<file path="config.mk">
export PLATFORM = sky130hd
export DESIGN_NAME = imem_rd_arbiter
export DESIGN_NICKNAME = d
export VERILOG_FILES = /design/src/rtl/imem_rd_arb_pkg.sv /design/src/rtl/rr_arb2.sv /design/src/rtl/imem_rd_arbiter.sv
export SDC_FILE = /design/constraint.sdc
export NUM_CORES = 1
export LEC_CHECK = 0
export ABC_AREA = 1
export BUFFER_PORTS_ARGS = -buffer_cell sky130_fd_sc_hd__buf_2
export CAP_MARGIN = 10
export CORE_AREA = 3 3 78 80
export CTS_CLUSTER_DIAMETER = 50
export DETAILED_ROUTE_END_ITERATION = 6
export DIE_AREA = 0 0 81 83
export HOLD_SLACK_MARGIN = 0.05
export PLACE_DENSITY = 0.77
export SYNTH_ARGS = -nofsm -noshare
export SYNTH_HDL_FRONTEND = slang
export SYNTH_SLANG_ARGS = --single-unit
</file>
<file path="constraint.sdc">
create_clock -name clk -period 1.05 [get_ports clk]
set_input_delay 0.105 -clock clk [delete_from_list [all_inputs] [get_ports clk]]
set_output_delay 0.105 -clock clk [all_outputs]
set_load 0.02 [all_outputs]
</file>
<file path="src/rtl/imem_rd_arb_pkg.sv">
// rtl/imem_rd_arb_pkg.sv - shared types and constants for the instruction-memory read arbiter
package imem_rd_arb_pkg;

  localparam logic [31:0] NOP_INSTR_DEF = 32'h0000_0013;
  localparam int          STAGE_DATA_W  = 32;

  typedef enum logic {
    OWN_IF = 1'b0,
    OWN_DP = 1'b1
  } owner_e;

  typedef struct packed {
    logic                    valid;
    owner_e                  owner;
    logic                    err;
    logic [STAGE_DATA_W-1:0] data;
  } stage_t;

  // req[0] is IF, req[1] is DP; returns the granted owner for a non-empty request
  function automatic owner_e gnt_owner(input logic [1:0] gnt);
    return gnt[1] ? OWN_DP : OWN_IF;
  endfunction

endpackage

</file>
<file path="src/rtl/rr_arb2.sv">
// rtl/rr_arb2.sv - two-way round-robin grant with last-winner register
module rr_arb2
  import imem_rd_arb_pkg::*;
(
  input  logic       clk,
  input  logic       reset,
  input  logic [1:0] req,
  input  logic       accept,
  output logic [1:0] gnt,
  output owner_e     rr_last
);

  always_comb begin
    gnt = req;
    // contention: the port that did not win last time goes first
    if (req == 2'b11) begin
      gnt = (rr_last == OWN_DP) ? 2'b01 : 2'b10;
    end
  end

  always_ff @(posedge clk) begin
    if (reset) begin
      rr_last <= OWN_DP;
    end else if (accept) begin
      rr_last <= gnt_owner(gnt);
    end
  end

endmodule

</file>
<file path="src/rtl/imem_rd_arbiter.sv">
// rtl/imem_rd_arbiter.sv - IF/DP round-robin sharing of one sync-read imem port, 2-cycle in-order responses
// Optional address checking with NOP/error responses: define IMEM_RD_ARB_ADDR_CHK_EN
module imem_rd_arbiter
  import imem_rd_arb_pkg::*;
#(
  parameter int                 ADDR_W    = 7,
  parameter int                 DATA_W    = 32,
  parameter logic [DATA_W-1:0]  NOP_INSTR = NOP_INSTR_DEF
) (
  input  logic              clk,
  input  logic              reset,

  input  logic              if_valid,
  input  logic [31:0]       if_addr,
  output logic              if_ready,
  input  logic              if_flush,
  output logic              if_rsp_valid,
  output logic [DATA_W-1:0] if_rsp_data,
  output logic              if_rsp_err,

  input  logic              dp_valid,
  input  logic [31:0]       dp_addr,
  output logic              dp_ready,
  output logic              dp_rsp_valid,
  output logic [DATA_W-1:0] dp_rsp_data,
  output logic              dp_rsp_err,

  output logic              mem_en,
  output logic [ADDR_W-1:0] mem_addr,
  input  logic [DATA_W-1:0] mem_rdata
);

  logic [1:0]        req;
  logic [1:0]        gnt;
  logic              accept;
  owner_e            rr_last;
  owner_e            sel_own;
  logic [31:0]       sel_addr;
  logic              sel_bad;
  logic              issue;
  logic [ADDR_W-1:0] addr_q;
  stage_t            s1;
  stage_t            s2;
  logic              if_hit;
  logic              dp_hit;

  // a flushing IF port never competes, so DP can take the slot
  assign req    = reset ? 2'b00 : {dp_valid, if_valid & ~if_flush};
  assign accept = |gnt;

  rr_arb2 u_rr_arb2 (
    .clk     (clk),
    .reset   (reset),
    .req     (req),
    .accept  (accept),
    .gnt     (gnt),
    .rr_last (rr_last)
  );

  assign if_ready = gnt[0];
  assign dp_ready = gnt[1];
  assign sel_own  = gnt_owner(gnt);
  assign sel_addr = gnt[1] ? dp_addr : if_addr;

`ifdef IMEM_RD_ARB_ADDR_CHK_EN
  assign sel_bad = (sel_addr[1:0] != 2'b00) || (sel_addr[31:ADDR_W+2] != '0);
`else
  assign sel_bad = 1'b0;
`endif

  assign issue    = accept & ~sel_bad;
  assign mem_en   = issue;
  assign mem_addr = reset ? '0 : (issue ? sel_addr[ADDR_W+1:2] : addr_q);

  always_ff @(posedge clk) begin
    if (reset) begin
      addr_q <= '0;
    end else if (issue) begin
      addr_q <= sel_addr[ADDR_W+1:2];
    end
  end

  // S1 carries the tag while the memory reads; S2 holds the returned data
  always_ff @(posedge clk) begin
    if (reset) begin
      s1 <= '0;
      s2 <= '0;
    end else begin
      s1.valid <= accept;
      s1.owner <= sel_own;
      s1.err   <= sel_bad;
      s1.data  <= '0;
      s2.valid <= s1.valid & ~(if_flush & (s1.owner == OWN_IF));
      s2.owner <= s1.owner;
      s2.err   <= s1.err;
      s2.data  <= s1.err ? NOP_INSTR : mem_rdata;
    end
  end

  // the flush also hides an IF response being presented in the flush cycle
  assign if_hit = ~reset & s2.valid & (s2.owner == OWN_IF) & ~if_flush;
  assign dp_hit = ~reset & s2.valid & (s2.owner == OWN_DP);

  assign if_rsp_valid = if_hit;
  assign dp_rsp_valid = dp_hit;
  assign if_rsp_data  = if_hit ? s2.data : '0;
  assign dp_rsp_data  = dp_hit ? s2.data : '0;

`ifdef IMEM_RD_ARB_ADDR_CHK_EN
  assign if_rsp_err = if_hit & s2.err;
  assign dp_rsp_err = dp_hit & s2.err;
`else
  assign if_rsp_err = 1'b0;
  assign dp_rsp_err = 1'b0;

  logic unused_addr_bits;
  assign unused_addr_bits = ^{sel_addr[31:ADDR_W+2], sel_addr[1:0], s2.err};
`endif

  logic unused_s1_data;
  assign unused_s1_data = ^{s1.data, rr_last};

endmodule
</file>
Word level (Yosys, flattened, before mapping)

Index checks and enable logic that the tools add are counted.

Muxes and demuxes: 10
Reductions and logical operators: 2
Equality and inequality tests: 1
Bitwise operators: 12

Operators by type and width:

| cell               | number |
|---|---|
| $mux 32            | 2 |
| $mux 7             | 2 |
| $mux 9             | 1 |
| $and 1x1->1        | 7 |
| $mux 2             | 3 |
| $mux 5             | 1 |
| $not 1->1          | 5 |
| $reduce_or 2->1    | 2 |
| $eq 2x2->1 const B | 1 |
| $mux 1             | 1 |

Logic and storage cells: 33
Output and inout port bits: 78
Input bits: 101
Register bits: 44

Longest topological paths before layout

Gate-level depths: netlist of run 1.

Depth after elaboration: 8
Mapped depth: 8
Depth with buffers taken out: 7

Cells and area by module

A second synthesis of run 1 with hierarchy kept.

Cells, all modules: 287
Area, all modules: 1920.6 sq um

By module, submodules not included:

| module          | cells each | times used | sequential area each (sq um) | area each (sq um) |
|---|---|---|---|---|
| imem_rd_arbiter | 278        | 1          | 860.8                        | 1861.8 |
| rr_arb2         | 9          | 1          | 20.0                         | 58.8 |

Worst setup path before layout of run 1

OpenSTA, ideal clock, no wires.

Kind: reg2out
Start: register s2[34] (netlist bit)
End: output dp_rsp_data[2]
Path buffers: 1
Data required time: 945 ps
Arrival time: 1141 ps
Stages on the path, launching flop included: 6
Setup slack: -196 ps
Path through: dfxtp_1 > nand2_4 > nor2_4 > inv_2 > buf_6 > nor2_1

Cells in the longest elaborated chain, start to end: 3

Ends and longest elaborated chain:

| element                   | RTL line               | text |
|---|---|---|
| start: declaration        | imem_rd_arbiter.sv:43  | `stage_t s2;` |
| $and 1x1->1 (2 in series) | imem_rd_arbiter.sv:102 | `assign dp_hit = ~reset & s2.valid & (s2.owner == OWN_DP);` |
| named net dp_rsp_valid    | imem_rd_arbiter.sv:24  | `output logic dp_rsp_valid,` |
| $mux 32                   | imem_rd_arbiter.sv:107 | `assign dp_rsp_data = dp_hit ? s2.data : '0;` |
| end: declaration          | imem_rd_arbiter.sv:25  | `output logic [DATA_W-1:0] dp_rsp_data,` |

The timed path passes the listed nets, and every way through them passes these cells.

Final worst setup path of run 1

Start: register s2[34] (netlist bit)
End: output if_rsp_data[24]

Cells in the longest elaborated chain, start to end: 4

Ends and longest elaborated chain:

| element                   | RTL line               | text |
|---|---|---|
| $and 1x1->1 (3 in series) | imem_rd_arbiter.sv:101 | `assign if_hit = ~reset & s2.valid & (s2.owner == OWN_IF) & ~if_flush;` |
| $mux 32                   | imem_rd_arbiter.sv:106 | `assign if_rsp_data = if_hit ? s2.data : '0;` |
| end: declaration          | imem_rd_arbiter.sv:18  | `output logic [DATA_W-1:0] if_rsp_data,` |

Every way passes these cells.

==> results.md, run 1 <==
- Most frequent cells in the layout: 83 x buf_6, 77 x inv_1, 65 x nor2_4
- Gr ovfl total: 0
- Dpl cells: 493
- Crit path required time: 0.94 ns
- GP Congestion: 0.793
- Max Root-Sink Buffers: 2
- Cell Count, Final, Fillers Out: 542
- Initial Util: 0.368
- Buf/Inv on CP: 3
- Register area: 887 sq um
- DRT iter0 DRCs: 50
- Slowest CP cell: dfxtp_4
- Worst Hold Class: in -> reg
- Most common cell after layout, fill and taps aside: buf_6
- Setup violators final: 84
- Netlist cell types: 23
- Sequential area share after synthesis: 0.438
- Final-report hold violation count: 0
- Mapped Cells: 288
- WL final: a little under 8000 um
- Number of global-route vias before repair: 2553
- Final Skew: 0.00545 ns
- Fraction of registers with async set/reset: 0
- FF+latch count, synth: 44
- Drt drc: 0
- CTS tree: done
- EDFF count, synth: 0
- Status: finished with violations
- Yosys warnings: 0
- Post-route setup slack: -0.458 ns
- Layout cell share with drive strength beyond 1: 0.552
- Core Area: 0.00547 sq mm
- Die width: 81 um
- Worst path arrival time: roughly 1.4 ns
- Clock Tree Root: clkbuf_8
- Number of antenna violations at the first check in global routing: 0
- First-pass GRT wire length: 12600 um
- Port Buffer Count: 126
- Final nets: 569
- Die ar.: ~0.0067 sq mm
- Crit Path Category: reg -> out
- Failing checks: setup timing
- Crit share post-route: 1.44
- Detailed Place HPWL: 4160 um
- Most common cell on crit path: buf_12
- Synthesized area: 0.00201 sq mm
- Max VDD drop: 0.656 mV
- Slowest stage delay, CP: 0.38 ns
- Clk_lat worst skew: between 0.2 and 0.3 ns
- Largest net degree at the start of global routing: 26
- Clock Sink Count: 44
- Routed vias/inst: approximately 4.3
- Area of the multi-input gates: about 0.0013 sq mm
- CP cell instances: nand4_4 -> buf_12 -> buf_12 -> nor2_4 -> buf_6
- RSZ-0062 raised after global routing: yes
- CTS HTree Levels: 2
- Post-DRT Antenna Nets: 0
- Register clock-pin slew on the reported worst setup and hold paths: 0.08 ns
- Crit. End Element: output pin
- Highest clock rate: approximately 0.66 GHz
- Critical path launch point type: flop
- CP Max Fanout: 7
- Row Count: 27
- Syn Area/Cell: approximately 7 sq um
- Pwr per Cell Area: 833 mW/mm^2
- Total global-route track usage: 0.241
- Fillers: 300
- Static Leak: around 2.1 nW
- Die H: 83 um
- Slew Viols, Final: 0
- WL per Instance: 14.6 um
- Max Cap Viol: 0
- Ports: 179
- Layout area overhead: 120%
- TritonCTS buffer count: 5
- Drt pass-1 iters: 4
- Vias: 2354
- Ys flop type: dfxtp_1
- Crit-path leading delay family: buffers and inverters
- Fin Setup TNS: -28.52 ns
- Clock period minus final worst setup slack: about 1.5 ns
[stage by stage]
step	power, mW	setup slack [ns]	hold slack (ns)	area [sq um]	util
finish	3.69	-0.458	0.157	4430	0.810
global route	3.86	-0.526	0.157	4430	0.809
CTS	3.69	-0.468	0.128	4450	0.813
detailed placement	2.45	-0.158	0.312	3140	0.573
global placement	2.43	-0.123	0.303	3140	0.573
floorplan	2.24	-0.0441	0.182	2310	-
[cells by family after synthesis]
logic type / share of synthesized area
AOI/OAI and AO/OA: 0.0174
other: 0.00186
buffers and inverters: 0.201
DFF: 0.438
and+or+nand+nor: 0.341
[metal layers]
metal / GRT usage / share of wire / vias up
met5: 0 / 0 / -
li1: - / - / 1155
met3: 0.0542 / 0.057 / 22
met2: 0.455 / 0.56 / 100
met4: 0.101 / 0.027 / 0
met1: 0.246 / 0.35 / 1077
[report_power, final]
part	internal, mW	total, mW	switching, mW
sequential	1.78	1.82	0.0415
clock	0.467	1.00	0.534
combinational	0.392	0.873	0.480
[cells in the mapped netlist, types with 2 or more instances]
library cell / instances / share of area
nand2_1: 24 / 0.045
nand3_1: 4 / 0.010
nor2_8: 2 / 0.020
buf_4: 2 / 0.0075
nor2_1: 91 / 0.17
buf_1: 3 / 0.0056
buf_6: 4 / 0.022
nor2_2: 6 / 0.019
o21ai_0: 4 / 0.010
buf_2: 3 / 0.0075
o21ai_1: 2 / 0.0050
dfxtp_1: 44 / 0.44
inv_1: 80 / 0.15
nand3_4: 2 / 0.017
nand2_4: 4 / 0.022
nand3b_1: 6 / 0.022
[flip-flops by register name (all words and copies together), names as in the netlist]
signal / flops
s2: 34
addr_q: 7
u_rr_arb2.rr_last: 1
s1: 2
[path summary, 6_finish.rpt]
kind	slack [ns]	cells after the start	end	from
hold / removal	0.16	4	addr_q[6]	dp_addr[8]
setup reg to reg	-0.07	7	u_rr_arb2.rr_last	u_rr_arb2.rr_last
setup / recovery	-0.46	5	if_rsp_data[24]	s2[34]
hold reg to reg	0.42	2	s2[34]	s1[34]
[worst register-to-register path, stage by stage (launching register included)]
cell     delay [ns]
dfxtp_2        0.34
inv_2          0.03
nand2_2        0.07
nand3_4        0.15
buf_4          0.18
buf_6          0.11
nand3_1        0.06
nand3_1        0.07
[what timing repair did]
action,in CTS,in global routing
buffers inserted,9,1
cloned,3,0
pin swaps,9,11
endpoints found under the setup margin,76,85
hold buffers,32,0
gates resized for setup,233,19
endpoints found under the hold margin,32,0
[layout make-up]
class / count / area share
inverters: 83 / 0.0748
multi-input cells: 150 / 0.288
flip-flops and latches: 44 / 0.200
well taps: 72 / 0.0203
clock buffers: 7 / 0.0172
clock inverters: 1 / 0.00113
diodes: 1 / 0.000565
repair buffers: 184 / 0.397
Note: power is estimated with default switching activity, not from simulation.
==> run 2, diff against run 1 <==
MAX_ROUTING_LAYER = met4   (was not set)
==> run 2 against run 1 <==
Compared with the run above: the run still ends with setup timing left; setup slack better by 0.0027 ns; combinational power about the same; clock power about the same; critical path depth unchanged; utilization unchanged; worst hold slack better by 0.0011 ns; sequential share of layout area unchanged; largest power group unchanged.
==> results.md, run 2 (synthesis results as in run 1) <==
- Layout area overhead: 120% (unchanged)
- RR Startpoint: u_rr_arb2.rr_last
- Sequential share of power: 0.493 (about the same)
- Final-report hold violation count: 0 (unchanged)
- Crit share post-route: 1.43 (-0.00256)
- Largest net degree at the start of global routing: 26 (unchanged)
- Port Buffer Count: 126 (unchanged)
- Detailed Place HPWL: 4160 um (unchanged)
- Clock Tree Root: clkbuf_8
- Pwr per Cell Area: 832 mW/mm^2 (-0.21%)
- Register clock-pin slew on the reported worst setup and hold paths: 0.08 ns (about the same)
- Die width: 81 um (unchanged)
- Max FFs per register: 34 (unchanged)
- WL per Instance: 14.5 um (-0.56%)
- Post-DRT Antenna Nets: 0 (unchanged)
- Drt drc: 0 (unchanged)
- Number of global-route vias before repair: 2559 (+0.24%)
- Worst path arrival time: 1.40 ns (about the same)
- Clock Sink Count: 44 (unchanged)
- Total global-route track usage: 0.247 (+0.00614)
- Sw Share: 0.285 (-0.00141)
- First-pass GRT wire length: 12600 um (-0.27%)
- Final Skew: 0.00214 ns (-0.00331 ns)
- Worst hold start: dp_addr[8]
- Failing checks: setup timing
- Fillers: 300 (unchanged)
- Worst Hold Class: in -> reg
- Slew Viols, Final: 0 (unchanged)
- Crit path required time: 0.94 ns (about the same)
- Post-route setup slack: -0.455 ns (+0.00268 ns)
- WHS Path Cells: 4 (unchanged)
- Share of power burned in combinational logic: 0.237 (about the same)
- CTS HTree Levels: 2 (unchanged)
- Reg2reg path depth: 7 (unchanged)
- CTS tree: done
- Crit Path Category: reg -> out
- Setup violators final: 83 (-1.2%)
- Clock network power share: 0.270 (about the same)
- Max Root-Sink Buffers: 2 (unchanged)
- Die ar.: 0.00672 sq mm (unchanged)
- WL final: 7870 um (-0.56%)
- Initial Util: 0.368 (unchanged)
- Critical path launch point type: flop
- Largest Register: s2
- DRT iter0 DRCs: 55 (+10%)
- Dpl cells: 493 (unchanged)
- Internal power: 2.64 mW (about the same)
- RSZ-0062 raised after global routing: yes
- Number of antenna violations at the first check in global routing: 0 (unchanged)
- Gr ovfl total: 0 (unchanged)
- Routed vias/inst: 4.33 (-0.21%)
- Vias: 2349 (-0.21%)
- Static Leak: 2.08 nW (unchanged)
- Hold Crit Endpoint: addr_q[6]
- Highest clock rate: 0.664 GHz (+0.18%)
- Register area: 887 sq um (unchanged)
- Crit. End Element: output pin
- Area of the multi-input gates: 0.00128 sq mm (unchanged)
- Cell Count, Final, Fillers Out: 542 (unchanged)
- GP Congestion: 0.805 (+1.4%)
- Max Cap Viol: 0 (unchanged)
- P_sw: 1.05 mW (-0.70%)
- Largest regs: s2 x34, addr_q x7, s1 x2
- RR Endpoint: u_rr_arb2.rr_last
- Fin Setup TNS: -28.25 ns (+0.271 ns)
- TritonCTS buffer count: 5 (unchanged)
- Setup slack, reg-to-reg: -0.07 ns (about the same)
- Final nets: 569 (unchanged)
- Core Area: 0.00547 sq mm (unchanged)
- Layout cell share with drive strength beyond 1: 0.552 (unchanged)
- Clk_lat worst skew: 0.29 ns (about the same)
- Row Count: 27 (unchanged)
- Most common cell after layout, fill and taps aside: buf_6
- Die H: 83 um (unchanged)
- Ports: 179 (unchanged)
- Clock period minus final worst setup slack: 1.51 ns (-0.00269 ns)
- Max VDD drop: 0.644 mV (-1.8%)
- CP Max Fanout: 7 (unchanged)
- Drt pass-1 iters: 4 (unchanged)
- Most frequent cells in the layout: 83 x buf_6, 77 x inv_1, 65 x nor2_4
- Status: finished with violations
## run 2: cell counts in the layout (fill, tap and decap cells not counted)
No cell type changed its count.
## run 2: how the worst max path moves through the flow
| stage | start | cells past startpoint | to |
|---|---|---|---|
| 6_report | s2[34] | 5 | if_rsp_data[24] |
| 5_1_grt | u_rr_arb2.rr_last | 7 | mem_addr[4] |
| 4_1_cts | u_rr_arb2.rr_last | 8 | mem_addr[5] |
| 3_5_place_dp | u_rr_arb2.rr_last | 8 | mem_addr[5] |
| 3_3_place_gp | u_rr_arb2.rr_last | 8 | mem_addr[4] |
| 2_1_floorplan | s2[33] | 4 | if_rsp_data[22] |
## run 2: metrics by stage
| step | cell area, sq um | total power [mW] | setup slack [ns] | hold slack, ns | utilization |
|---|---|---|---|---|---|
| after floorplan | 2310 | 2.24 | -0.0441 | 0.182 | - |
| after global placement | 3140 | 2.43 | -0.123 | 0.303 | 0.573 |
| after detailed placement | 3140 | 2.45 | -0.158 | 0.312 | 0.573 |
| after CTS | 4450 | 3.69 | -0.468 | 0.128 | 0.813 |
| after global routing | 4430 | 3.86 | -0.526 | 0.157 | 0.809 |
| final | 4430 | 3.68 | -0.455 | 0.158 | 0.810 |
## run 2: per-layer routing
layer	vias to the layer above	share of wire	track usage
met4	0	0.030	0.101
met2	105	0.57	0.455
met5	-	0	-
met1	1066	0.35	0.246
met3	24	0.057	0.0521
li1	1154	-	-
## run 2: what timing repair did
item                                   4_1_cts  5_1_grt
hold buffers                                32        0
gates resized for setup                    233       19
gates cloned                                 3        0
setup endpoints to repair                   76       85
endpoints found under the hold margin       32        0
setup buffers                                9        1
pin swaps                                    9       11
## run 2: area by class of cell
| class | instances | share of cell area |
|---|---|---|
| well taps | 72 | 0.0203 |
| clock inverters | 1 | 0.00113 |
| clock buffers | 7 | 0.0172 |
| inverters | 83 | 0.0748 |
| repair buffers | 184 | 0.397 |
| flip-flops and latches | 44 | 0.200 |
| diodes | 1 | 0.000565 |
| multi-input cells | 150 | 0.288 |
## run 2: worst max-delay path, cell delays in order (launching register included)
cell     delay [ns]
dfxtp_4        0.38
nand4_4        0.18
buf_12         0.18
buf_12         0.14
nor2_4         0.10
buf_6          0.13
## run 2: power groups by stage
stage	Clock, mW	Sequential, mW	Combinational [mW]
after CTS	1.04	1.81	0.842
after global routing	1.10	1.82	0.937
after floorplan	0	1.84	0.395
final	0.996	1.82	0.872
after global placement	0	1.85	0.585
after detailed placement	0	1.85	0.600
==> run 3, diff against run 2 <==
BUFFER_PORTS_ARGS = -buffer_cell sky130_fd_sc_hd__buf_4   (was -buffer_cell sky130_fd_sc_hd__buf_2)
CORE_AREA = 3 3 100 64   (was 3 3 78 80)
DIE_AREA = 0 0 103 67   (was 0 0 81 83)
PLACE_DENSITY = 0.76   (was 0.77)
==> run 3 against run 2 <==
Compared with the run above: critical path depth is 3 higher; utilization increased by 2.6 points; sequential share of layout area is 0.73 points lower; routed wire length is 3.4% higher; the run still ends with setup timing left.
==> results.md, run 3 (synthesis results as in run 1) <==
- RSZ-0062 raised after global routing: yes
- Max FFs per register: 34 (unchanged)
- Most common cell after layout, fill and taps aside: buf_6
- Crit Path Category: reg -> out
- Gr ovfl total: 0 (unchanged)
- CP Max Fanout: 8 (+1)
- GP Congestion: 0.753 (-6.4%)
- Ports: 179 (unchanged)
- Area of the multi-input gates: 0.00129 sq mm (+0.78%)
- Number of global-route vias before repair: 2392 (-6.5%)
- Worst hold start: mem_rdata[19]
- Clock network power share: 0.267 (-0.003)
- Port Buffer Count: 126 (unchanged)
- Crit share post-route: 1.45 (+0.0142)
- Clock Tree Root: clkbuf_8
- Slew Viols, Final: 0 (unchanged)
- Share of power burned in combinational logic: 0.253 (+0.016)
- Sequential share of power: 0.480 (-0.013)
- Dpl cells: 486 (-1.4%)
- Final Skew: 0.00536 ns (+0.00322 ns)
- P_sw: 1.07 mW (+2.2%)
- Fillers: 315 (+5.0%)
- Drt drc: 0 (unchanged)
- Most frequent cells in the layout: 83 x buf_6, 76 x inv_1, 65 x nor2_4
- Layout Utilization: 0.836 (+0.0263)
- WL final: 8140 um (+3.4%)
- TritonCTS buffer count: 5 (unchanged)
- Clock period minus final worst setup slack: 1.52 ns (+0.0149 ns)
- Largest net degree at the start of global routing: 28 (+7.7%)
- CP startpoint: u_rr_arb2.rr_last
- Initial Util: 0.365 (-0.00300)
- Clk_lat worst skew: 0.29 ns (about the same)
- First-pass GRT wire length: 10900 um (-13%)
- Clock Sink Count: 44 (unchanged)
- Worst path arrival time: 1.41 ns (about the same)
- # diodes: 0 (-1)
- Die H: 67 um (-19%)
- Largest regs: s2 x34, addr_q x7, s1 x2
- Post-route setup slack: -0.470 ns (-0.0149 ns)
- Setup slack, reg-to-reg: -0.11 ns (-0.04 ns)
- Failing checks: setup timing
- Register area: 890 sq um (+0.28%)
- Row Count: 21 (-22%)
- Final-report hold violation count: 0 (unchanged)
- Layout area overhead: 129%
- Final nets: 574 (+0.88%)
- Detailed Place HPWL: 4390 um (+5.6%)
- Routed vias/inst: 4.44 (+2.4%)
- Setup violators final: 84 (+1.2%)
- CTS tree: done
- Register clock-pin slew on the reported worst setup and hold paths: 0.08 ns (about the same)
- Number of antenna violations at the first check in global routing: 0 (unchanged)
- Max Cap Viol: 0 (unchanged)
- Post-DRT Antenna Nets: 0 (unchanged)
- Internal power: 2.71 mW (+2.7%)
- Drt pass-1 iters: 4 (unchanged)
- RR Startpoint: u_rr_arb2.rr_last
- Core Area: 0.00552 sq mm (+0.82%)
- Max Root-Sink Buffers: 2 (unchanged)
- Largest Register: s2
- Cell Count, Final, Fillers Out: 543 (+0.18%)
- Crit. End Element: output pin
- Critical path launch point type: flop
- Sw Share: 0.284 (-0.00112)
- Status: finished with violations
- Hold slack: 0.0686 ns (-0.0893 ns)
- Die width: 103 um (+27%)
- Static Leak: 2.16 nW (+3.8%)
- Highest clock rate: 0.658 GHz (-0.98%)
- Die ar.: 0.00690 sq mm (+2.6%)
- Total global-route track usage: 0.206 (-0.0419)
- WL per Instance: 15.0 um (+3.2%)
- Worst Hold Class: in -> reg
- Layout cell share with drive strength beyond 1: 0.555 (+0.00261)
- Pwr per Cell Area: 819 mW/mm^2 (-1.5%)
- CTS HTree Levels: 2 (unchanged)
- DRT iter0 DRCs: 56 (+1.8%)
- Vias: 2409 (+2.6%)
- Max VDD drop: 0.653 mV (+1.3%)
- Crit path required time: 0.94 ns (about the same)
## run 3: cell count changes in the layout (fill, tap and decap cells not counted), sizes merged
cell         previous run  this run
nand3                   6         7
diode                   1         0
buf                   152       154
clkbuf                  7         9
nand2                  28        29
dlygate4sd3            32        31
## run 3: timing repair
item                       in CTS  in global routing
hold endpoints to repair       31                  0
pin swaps                       8                  6
gates resized for setup        74                 94
cloned                          4                  3
hold buffers                   31                  0
setup buffers                   7                  5
setup endpoints to repair      83                 85
## run 3: worst paths after layout
| kind | endpoint | depth (start not counted) |
|---|---|---|
| worst max register to register | u_rr_arb2.rr_last | 7 |
| worst min-delay path | s2[19] | 3 |
| worst min register to register | s2[34] | 2 |
| worst max-delay path | mem_addr[4] | 8 |
## run 3: final cells by class
cell class / count / area share
multi-input cells: 152 / 0.279
inverters: 83 / 0.0714
flip-flops and latches: 44 / 0.193
clock buffers: 7 / 0.0165
repair buffers: 187 / 0.420
well taps: 69 / 0.0187
clock inverters: 1 / 0.00109
## run 3: power groups by stage
stage	combinational [mW]	clock, mW	sequential (mW)
global route	1.03	1.11	1.82
CTS	0.862	1.03	1.81
global placement	0.661	0	1.85
detailed placement	0.676	0	1.85
floorplan	0.395	0	1.84
finish	0.957	1.01	1.81
## run 3: worst max-delay path, stage by stage, from the launching register on
cell     delay [ns]
dfxtp_4        0.35
inv_2          0.05
nand2_2        0.07
nand3_4        0.14
nand2_8        0.08
nor2_8         0.17
nand2_2        0.08
nand2_2        0.08
buf_6          0.12
## run 3: stage by stage
stage	power (mW)	setup TNS, ns	setup slack (ns)	area [sq um]
6_report	3.78	-33.10	-0.470	4610
5_1_grt	3.96	-38.42	-0.560	4610
4_1_cts	3.71	-29.33	-0.492	4190
3_5_place_dp	2.53	-3.85	-0.221	3410
3_3_place_gp	2.51	-3.28	-0.173	3410
2_1_floorplan	2.24	-2.49	-0.0441	2310
## run 3: per-layer routing
metal | GRT usage | share of wire | vias to the layer above | wire length (um)
li1 | - | - | 1173 | -
met1 | 0.233 | 0.40 | 1124 | 3250
met2 | 0.371 | 0.52 | 98 | 4230
met3 | 0.0460 | 0.065 | 14 | 529
met4 | 0.0485 | 0.016 | 0 | 127
met5 | - | 0 | - | 0
